<file path="config.mk">
export PLATFORM = sky130hd
export DESIGN_NAME = decoder_csr_bank
export DESIGN_NICKNAME = d
export VERILOG_FILES = /design/src/rtl/decoder_pkg.sv /design/src/rtl/decoder_ring_ptr.sv /design/src/rtl/decoder_csr_bank.sv
export SDC_FILE = /design/constraint.sdc
export NUM_CORES = 1
export LEC_CHECK = 0
export CAP_MARGIN = 20
export CORE_MARGIN = 2
export CORE_UTILIZATION = 25
export CTS_CLUSTER_DIAMETER = 80
export DETAILED_ROUTE_END_ITERATION = 8
export SLEW_MARGIN = 20
export SYNTH_ARGS = -nofsm -noshare
export SYNTH_HDL_FRONTEND = slang
export SYNTH_SLANG_ARGS = --single-unit
</file>
<file path="constraint.sdc">
create_clock -name clk_i -period 13.52 [get_ports clk_i]
set_clock_uncertainty 0.05 [all_clocks]
set_input_delay 1.352 -clock clk_i [delete_from_list [all_inputs] [get_ports clk_i]]
set_output_delay 1.352 -clock clk_i [all_outputs]
set_load 0.02 [all_outputs]
</file>
<file path="src/rtl/decoder_pkg.sv">
// decoder_pkg: shared constants and types for the decoder CSR bank.
//   CSR_RESET_VAL   reset value loaded into every CSR (sliced to the CSR width)
//   CSR_RING_BASE   CSR index holding the ring buffer base address
//   CSR_RING_END    CSR index holding the ring buffer end address (exclusive)
//   CSR_RAM0_BASE   CSR index of RAM bank 0 base address
//   CSR_RAM1_BASE   CSR index of RAM bank 1 base address
//   commit_state_e  shadow->active commit handshake states
package decoder_pkg;

  localparam logic [63:0] CSR_RESET_VAL = '0;

  localparam int unsigned CSR_RING_BASE = 0;
  localparam int unsigned CSR_RING_END  = 1;
  localparam int unsigned CSR_RAM0_BASE = 2;
  localparam int unsigned CSR_RAM1_BASE = 3;

  typedef enum logic {
    ST_IDLE = 1'b0,
    ST_PEND = 1'b1
  } commit_state_e;

endpackage

</file>
<file path="src/rtl/decoder_ring_ptr.sv">
// decoder_ring_ptr: ring buffer read pointer with wrap-around.
//   clk_i, rst_ni   clock, asynchronous active-low reset
//   reload_i        load reload_val_i into the pointer (has priority over adv_i)
//   reload_val_i    value loaded on reload
//   adv_i, step_i   advance the pointer by step_i
//   base_i, end_i   ring base and exclusive end
//   ptr_o           current pointer
//   wrap_o          one-cycle pulse after an advance that wrapped
module decoder_ring_ptr
  import decoder_pkg::*;
#(
  parameter int unsigned DATA_WIDTH = 32
) (
  input  logic                  clk_i,
  input  logic                  rst_ni,
  input  logic                  reload_i,
  input  logic [DATA_WIDTH-1:0] reload_val_i,
  input  logic                  adv_i,
  input  logic [DATA_WIDTH-1:0] step_i,
  input  logic [DATA_WIDTH-1:0] base_i,
  input  logic [DATA_WIDTH-1:0] end_i,
  output logic [DATA_WIDTH-1:0] ptr_o,
  output logic                  wrap_o
);

  logic [DATA_WIDTH-1:0] ptr_q;
  logic                  wrap_q;
  logic [DATA_WIDTH:0]   sum;
  logic                  wraps;
  logic [DATA_WIDTH-1:0] wrapped;

  // Carry bit kept so a sum past 2^DATA_WIDTH still compares correctly
  // against the end address; the wrapped value is only needed modulo
  // 2^DATA_WIDTH, so the low bits suffice there.
  assign sum     = {1'b0, ptr_q} + {1'b0, step_i};
  assign wraps   = sum >= {1'b0, end_i};
  assign wrapped = base_i + sum[DATA_WIDTH-1:0] - end_i;

  always_ff @(posedge clk_i or negedge rst_ni) begin
    if (!rst_ni) begin
      ptr_q  <= '0;
      wrap_q <= 1'b0;
    end else begin
      wrap_q <= 1'b0;
      if (reload_i) begin
        ptr_q <= reload_val_i;
      end else if (adv_i) begin
        if (wraps) begin
          ptr_q  <= wrapped;
          wrap_q <= 1'b1;
        end else begin
          ptr_q <= sum[DATA_WIDTH-1:0];
        end
      end
    end
  end

  assign ptr_o  = ptr_q;
  assign wrap_o = wrap_q;

endmodule

</file>
<file path="src/rtl/decoder_csr_bank.sv">
// decoder_csr_bank: decoder control/status register bank with an optional
// shadow copy committed atomically to the active set, plus a ring pointer.
// Build option: DECODER_CSR_SHADOW_EN enables double buffering; without it
// writes land directly in the active set and commits only reload the pointer.
//   clk_i, rst_ni                 clock, asynchronous active-low reset
//   rf_wr_i/_idx_i/_data_i/_be_i  byte-enabled CSR write port
//   rf_rd_idx_i, rf_rd_data_o     combinational debug read of the write-side copy
//   rf_active_o                   active CSRs flattened, reg 0 in the LSBs
//   commit_i, engine_busy_i       commit request, held off while the engine is busy
//   commit_pending_o              commit waiting for engine idle
//   commit_done_o                 one-cycle pulse when the commit takes effect
//   ptr_adv_i, ptr_step_i         ring pointer advance
//   ptr_o, ptr_wrap_o             ring pointer and wrap pulse
`ifndef CORE_DATAWIDTH
`define CORE_DATAWIDTH 32
`endif

module decoder_csr_bank
  import decoder_pkg::*;
#(
  parameter int unsigned NUM_REGS   = 8,
  parameter int unsigned DATA_WIDTH = `CORE_DATAWIDTH,
  parameter int unsigned IDX_WIDTH  = $clog2(NUM_REGS)
) (
  input  logic                           clk_i,
  input  logic                           rst_ni,
  input  logic                           rf_wr_i,
  input  logic [IDX_WIDTH-1:0]           rf_wr_idx_i,
  input  logic [DATA_WIDTH-1:0]          rf_wr_data_i,
  input  logic [DATA_WIDTH/8-1:0]        rf_wr_be_i,
  input  logic [IDX_WIDTH-1:0]           rf_rd_idx_i,
  output logic [DATA_WIDTH-1:0]          rf_rd_data_o,
  output logic [NUM_REGS*DATA_WIDTH-1:0] rf_active_o,
  input  logic                           commit_i,
  input  logic                           engine_busy_i,
  output logic                           commit_pending_o,
  output logic                           commit_done_o,
  input  logic                           ptr_adv_i,
  input  logic [DATA_WIDTH-1:0]          ptr_step_i,
  output logic [DATA_WIDTH-1:0]          ptr_o,
  output logic                           ptr_wrap_o
);

  localparam int unsigned           NUM_BYTES    = DATA_WIDTH / 8;
  localparam logic [DATA_WIDTH-1:0] RST_VAL      = DATA_WIDTH'(CSR_RESET_VAL);
  localparam logic [IDX_WIDTH:0]    NUM_REGS_IDX = (IDX_WIDTH + 1)'(NUM_REGS);

  function automatic logic [DATA_WIDTH-1:0] merge_bytes(
    input logic [DATA_WIDTH-1:0] old_v,
    input logic [DATA_WIDTH-1:0] new_v,
    input logic [NUM_BYTES-1:0]  be
  );
    logic [DATA_WIDTH-1:0] r;
    r = old_v;
    for (int unsigned b = 0; b < NUM_BYTES; b++) begin
      if (be[b]) r[8*b +: 8] = new_v[8*b +: 8];
    end
    return r;
  endfunction

  logic                  wr_hit;
  logic                  rd_hit;
  logic [DATA_WIDTH-1:0] active_q [NUM_REGS];
  logic [DATA_WIDTH-1:0] wr_merged;
  logic                  commit_exec;
  logic                  done_q;
  logic [DATA_WIDTH-1:0] reload_val;

  assign wr_hit = rf_wr_i && ({1'b0, rf_wr_idx_i} < NUM_REGS_IDX);
  assign rd_hit = {1'b0, rf_rd_idx_i} < NUM_REGS_IDX;

`ifdef DECODER_CSR_SHADOW_EN
  logic [DATA_WIDTH-1:0] shadow_q [NUM_REGS];
  commit_state_e         state_q;
  commit_state_e         state_d;

  assign wr_merged = merge_bytes(shadow_q[rf_wr_idx_i], rf_wr_data_i, rf_wr_be_i);

  // Commit requests arriving while PEND fold into the pending one.
  always_comb begin
    state_d     = state_q;
    commit_exec = 1'b0;
    case (state_q)
      ST_IDLE: begin
        if (commit_i) begin
          if (engine_busy_i) state_d = ST_PEND;
          else               commit_exec = 1'b1;
        end
      end
      ST_PEND: begin
        if (!engine_busy_i) begin
          commit_exec = 1'b1;
          state_d     = ST_IDLE;
        end
      end
      default: state_d = ST_IDLE;
    endcase
  end

  // The copy reads shadow_q before this edge's write, so a colliding write
  // lands in the shadow only and waits for the next commit.
  always_ff @(posedge clk_i or negedge rst_ni) begin
    if (!rst_ni) begin
      state_q <= ST_IDLE;
      done_q  <= 1'b0;
      for (int unsigned i = 0; i < NUM_REGS; i++) begin
        shadow_q[i] <= RST_VAL;
        active_q[i] <= RST_VAL;
      end
    end else begin
      state_q <= state_d;
      done_q  <= commit_exec;
      if (commit_exec) begin
        for (int unsigned i = 0; i < NUM_REGS; i++) active_q[i] <= shadow_q[i];
      end
      if (wr_hit) shadow_q[rf_wr_idx_i] <= wr_merged;
    end
  end

  assign rf_rd_data_o     = rd_hit ? shadow_q[rf_rd_idx_i] : '0;
  assign reload_val       = shadow_q[CSR_RING_BASE];
  assign commit_pending_o = (state_q == ST_PEND);
`else
  logic unused_busy;

  assign unused_busy = engine_busy_i;
  assign wr_merged   = merge_bytes(active_q[rf_wr_idx_i], rf_wr_data_i, rf_wr_be_i);
  assign commit_exec = commit_i;

  always_ff @(posedge clk_i or negedge rst_ni) begin
    if (!rst_ni) begin
      done_q <= 1'b0;
      for (int unsigned i = 0; i < NUM_REGS; i++) active_q[i] <= RST_VAL;
    end else begin
      done_q <= commit_i;
      if (wr_hit) active_q[rf_wr_idx_i] <= wr_merged;
    end
  end

  assign rf_rd_data_o     = rd_hit ? active_q[rf_rd_idx_i] : '0;
  assign reload_val       = active_q[CSR_RING_BASE];
  assign commit_pending_o = 1'b0;
`endif

  assign commit_done_o = done_q;

  for (genvar g = 0; g < NUM_REGS; g++) begin : g_flat
    assign rf_active_o[g*DATA_WIDTH +: DATA_WIDTH] = active_q[g];
  end

  decoder_ring_ptr #(
    .DATA_WIDTH (DATA_WIDTH)
  ) u_ring_ptr (
    .clk_i        (clk_i),
    .rst_ni       (rst_ni),
    .reload_i     (commit_exec),
    .reload_val_i (reload_val),
    .adv_i        (ptr_adv_i),
    .step_i       (ptr_step_i),
    .base_i       (active_q[CSR_RING_BASE]),
    .end_i        (active_q[CSR_RING_END]),
    .ptr_o        (ptr_o),
    .wrap_o       (ptr_wrap_o)
  );

endmodule

</file>
==> metrics.csv <==
stage;metric;value;unit
floorplan;core;77500;um2
synth;synth_mux_area_frac;0.186;
timing;tns;0;ns
synth;synth_xor_area_frac;0.0233;
synth;synth.most_common_cell;nand2_1;
synth;synth.ff_latch_count;290;
synth;syn-cell-area;19600;um2
synth;synth_nets;2191;
global_routing;antenna_found_initial;4;
timing;max_freq;120;MHz
timing;setup-violations-final;0;
critical_path;worstPathCellList;clkdlybuf4s50_1 > ha_1 > fa_1 > a211oi_1 > o21ai_1 > a21oi_2 > o21ai_1 > a211oi_1 > xor2_1 > inv_1 > ha_1 > nand4_1 > nor4_1 > nor3b_1 > o41ai_1 > a311oi_1 > a211o_1 > buf_4 > inv_4 > o211a_1 > or3_1;
layout;area_delta_synth_final;32.7;%
route;drt_iter0_markers;1254;
route;wl;80.6;mm
run;maxCapViolCount;0;
clock_network;htree_levels;2;
clock_network;postCtsSetupBuffers;0;
synth;yosys.area_share.simple;0.105;
critical_path;path_class;primary input to flop;
power;max-vdd-ir-drop;0.000120;V
placement;gp_congestion;0.892;
global_routing;grt.met3_usage;0.0430;
route;wl_per_cell;23.6;um
critical_path;worstPathMaxFanout;24;
critical_path;crit_path_end_kind;flop;
layout;fillers;7954;
clock_network;cts_resized;0;
global_routing;grt_util_all_layers;0.198;
synth;synthTopCellsByCount;nand2_1 (318), dfrtp_1 (290), o21ai_0 (283);
global_routing;use_met2;0.299;
timing;hold_viol;0;
synth;synth.area.top_cells;dfrtp_1 (37%), mux4_2 (15%), o21ai_0 (7.2%);
timing;fin_crit;8.34;ns
floorplan;die_area;80500;um2
timing;drv_slew;0;
layout;drive_gt1_frac;0.120;
floorplan;die_h;284;um
clock_network;cts_tree;yes;
critical_path;crit_slowest_cell;a211o_1;
floorplan;ios;403;
power;power.total;6500;uW
clock_network;ctsHoldBuffers;0;
route;via_per_inst;5.01;
timing;worst_pin_slew;0.993;ns
synth;synth_flop_cell;dfrtp_1;
critical_path;crit_arrival;8.72;ns
synth;yosysSeqAreaShare;0.371;
timing;rsz0062_at_grt;no;
global_routing;grt_max_degree;117;
floorplan;start_util;0.252;
floorplan;std_cell_rows;102;
hold_path;min_path_type;flop to flop;
critical_path;crit_path_max_incr_delay;0.80;ns
outcome;status;complete, no violations;
synth;syn_avg_cell_area;9.86;um2
synth;synth_top_family_by_area;multiplexers;
global_routing;use_met1;0.278;
layout;area.sequential;7260;um2
critical_path;crit_family;compound AO/OA/AOI/OAI gates;
layout;num-nets-final;2551;
synth;synth_compound_area_frac;0.170;
clock_network;cts.sinks;290;
critical_path;critPathLaunchType;primary input;
synth;synth_edf_count;0;
synth;synth.distinct_cells;70;
synth;synth_area_leader_cell;dfrtp_1;
global_routing;top_usage_layer;met2;
route;ant_nets;0;
synth;yosys_warnings;0;
placement;portBuffers;400;
power;p_leak;0.0111;uW
route;vias;17100;
placement;dp_hpwl;59.7;mm
timing;slew_headroom;0.338;
global_routing;grt_first_pass_wirelength;119;mm
synth;synth_top_area_share;0.371;
clock_network;clock_latency;0.56;ns
route;drc;0;
clock_network;cts.clk_slew.worst_paths;0.05;ns
route;dr.pass1.iters;5;
clock_network;cts_buffers;39;
global_routing;grt_overflow;0;
synth;synthAdderAreaFrac;0.0935;
critical_path;worstPathRequired;13.90;ns
layout;multi_input_area;11400;um2
critical_path;crit_buf_inv;4;
timing;fin_crit_sh;0.617;
floorplan;dieWidth;284;um
power;p_per_area;251;nW/um2
synth;synthArstFlopShare;1.00;
synth;syn_inst;1984;
clock_network;clock_path_buffers;3;
clock_network;clock-root-buffer;clkbuf_16;
global_routing;grt_pass1_vias;17200;
## final timing paths
kind | startpoint | endpoint | slack [ns] | cells after the start
worst max-delay path | ptr_step_i[0] | u_ring_ptr.ptr_o[31] | 5.18 | 21
worst min-delay path | rf_active_o[79] | rf_active_o[79] | 0.47 | 2
worst max register to register | u_ring_ptr.ptr_o[0] | u_ring_ptr.ptr_o[31] | 5.99 | 20
worst min register to register | rf_active_o[79] | rf_active_o[79] | 0.47 | 2
max in group asynchronous | rst_ni | rf_active_o[239] | 10.39 | 3
min in group asynchronous | rst_ni | rf_active_o[132] | 0.83 | 1
## registers in the layout, summed over array words and instances (netlist names)
| name | count |
|---|---|
| u_ring_ptr.ptr_o | 32 |
| u_ring_ptr.wrap_o | 1 |
| reload_val | 32 |
| commit_done_o | 1 |
| rf_active_o | 224 |
## placed cells by master, fill, tap and decap left out, types with 12 or more instances in the layout
| master | count |
|---|---|
| mux2_2 | 32 |
| clkbuf_16 | 40 |
| a311oi_1 | 13 |
| xor2_1 | 22 |
| nor2_1 | 84 |
| nor2b_1 | 12 |
| mux4_2 | 128 |
| fa_1 | 32 |
| buf_4 | 39 |
| clkdlybuf4s50_1 | 392 |
| nor3_1 | 12 |
| ha_1 | 95 |
| nand2_1 | 315 |
| o21ai_0 | 283 |
| xnor2_1 | 30 |
| dfrtp_1 | 290 |
| a21o_1 | 27 |
| a211oi_1 | 16 |
| inv_1 | 135 |
| mux2i_1 | 40 |
| o21a_1 | 12 |
| a21oi_1 | 110 |
| o21ai_1 | 25 |
## worst min-delay path, stage by stage (launching register included)
cell and delay [ns]:
dfrtp_1 0.37, nand2_1 0.05, o21ai_0 0.06
## per-stage QoR
step	instances	instance area, um2	hold slack (ns)	util	setup slack, ns
final	3418	25900	0.473	0.335	5.18
after CTS	3414	25900	0.476	0.335	5.10
after global placement	3343	24700	0.455	0.319	4.59
after floorplan	1984	19600	0.562	-	7.33
after detailed placement	3343	24700	0.464	0.319	4.52
after global routing	3418	25900	0.510	0.335	4.90
## cells by family after synthesis
| kind of cell | count (synthesis) |
|---|---|
| AO/OA/AOI/OAI | 568 |
| AND/OR/NAND/NOR | 492 |
| flip-flops | 290 |
| buffers and inverters | 254 |
| multiplexers | 200 |
| adder cells (fa/ha/maj) | 127 |
| XOR/XNOR | 52 |
| other | 1 |
## cell type report
cell class,count,share of cell area
timing repair buffer,435,0.164
clock inverter,12,0.00367
antenna,4,0.000386
inverter,138,0.0201
clock buffer,59,0.0444
sequential,290,0.280
tap,1040,0.0502
multi-input combinational,1440,0.438
## routing by layer
metal	wire (um)	up-vias	part of all wire
met4	2730	0	0.034
met3	5370	118	0.067
met2	35200	542	0.44
met5	0	-	0
li1	-	7881	-
met1	37300	8588	0.46
## report_power, final
group	switching (uW)	total (uW)	internal (uW)
combinational	2300	4100	1800
clock	422	1010	593
sequential	305	1380	1080
total	3030	6500	3470
Note: power is estimated with default switching activity, not from simulation.
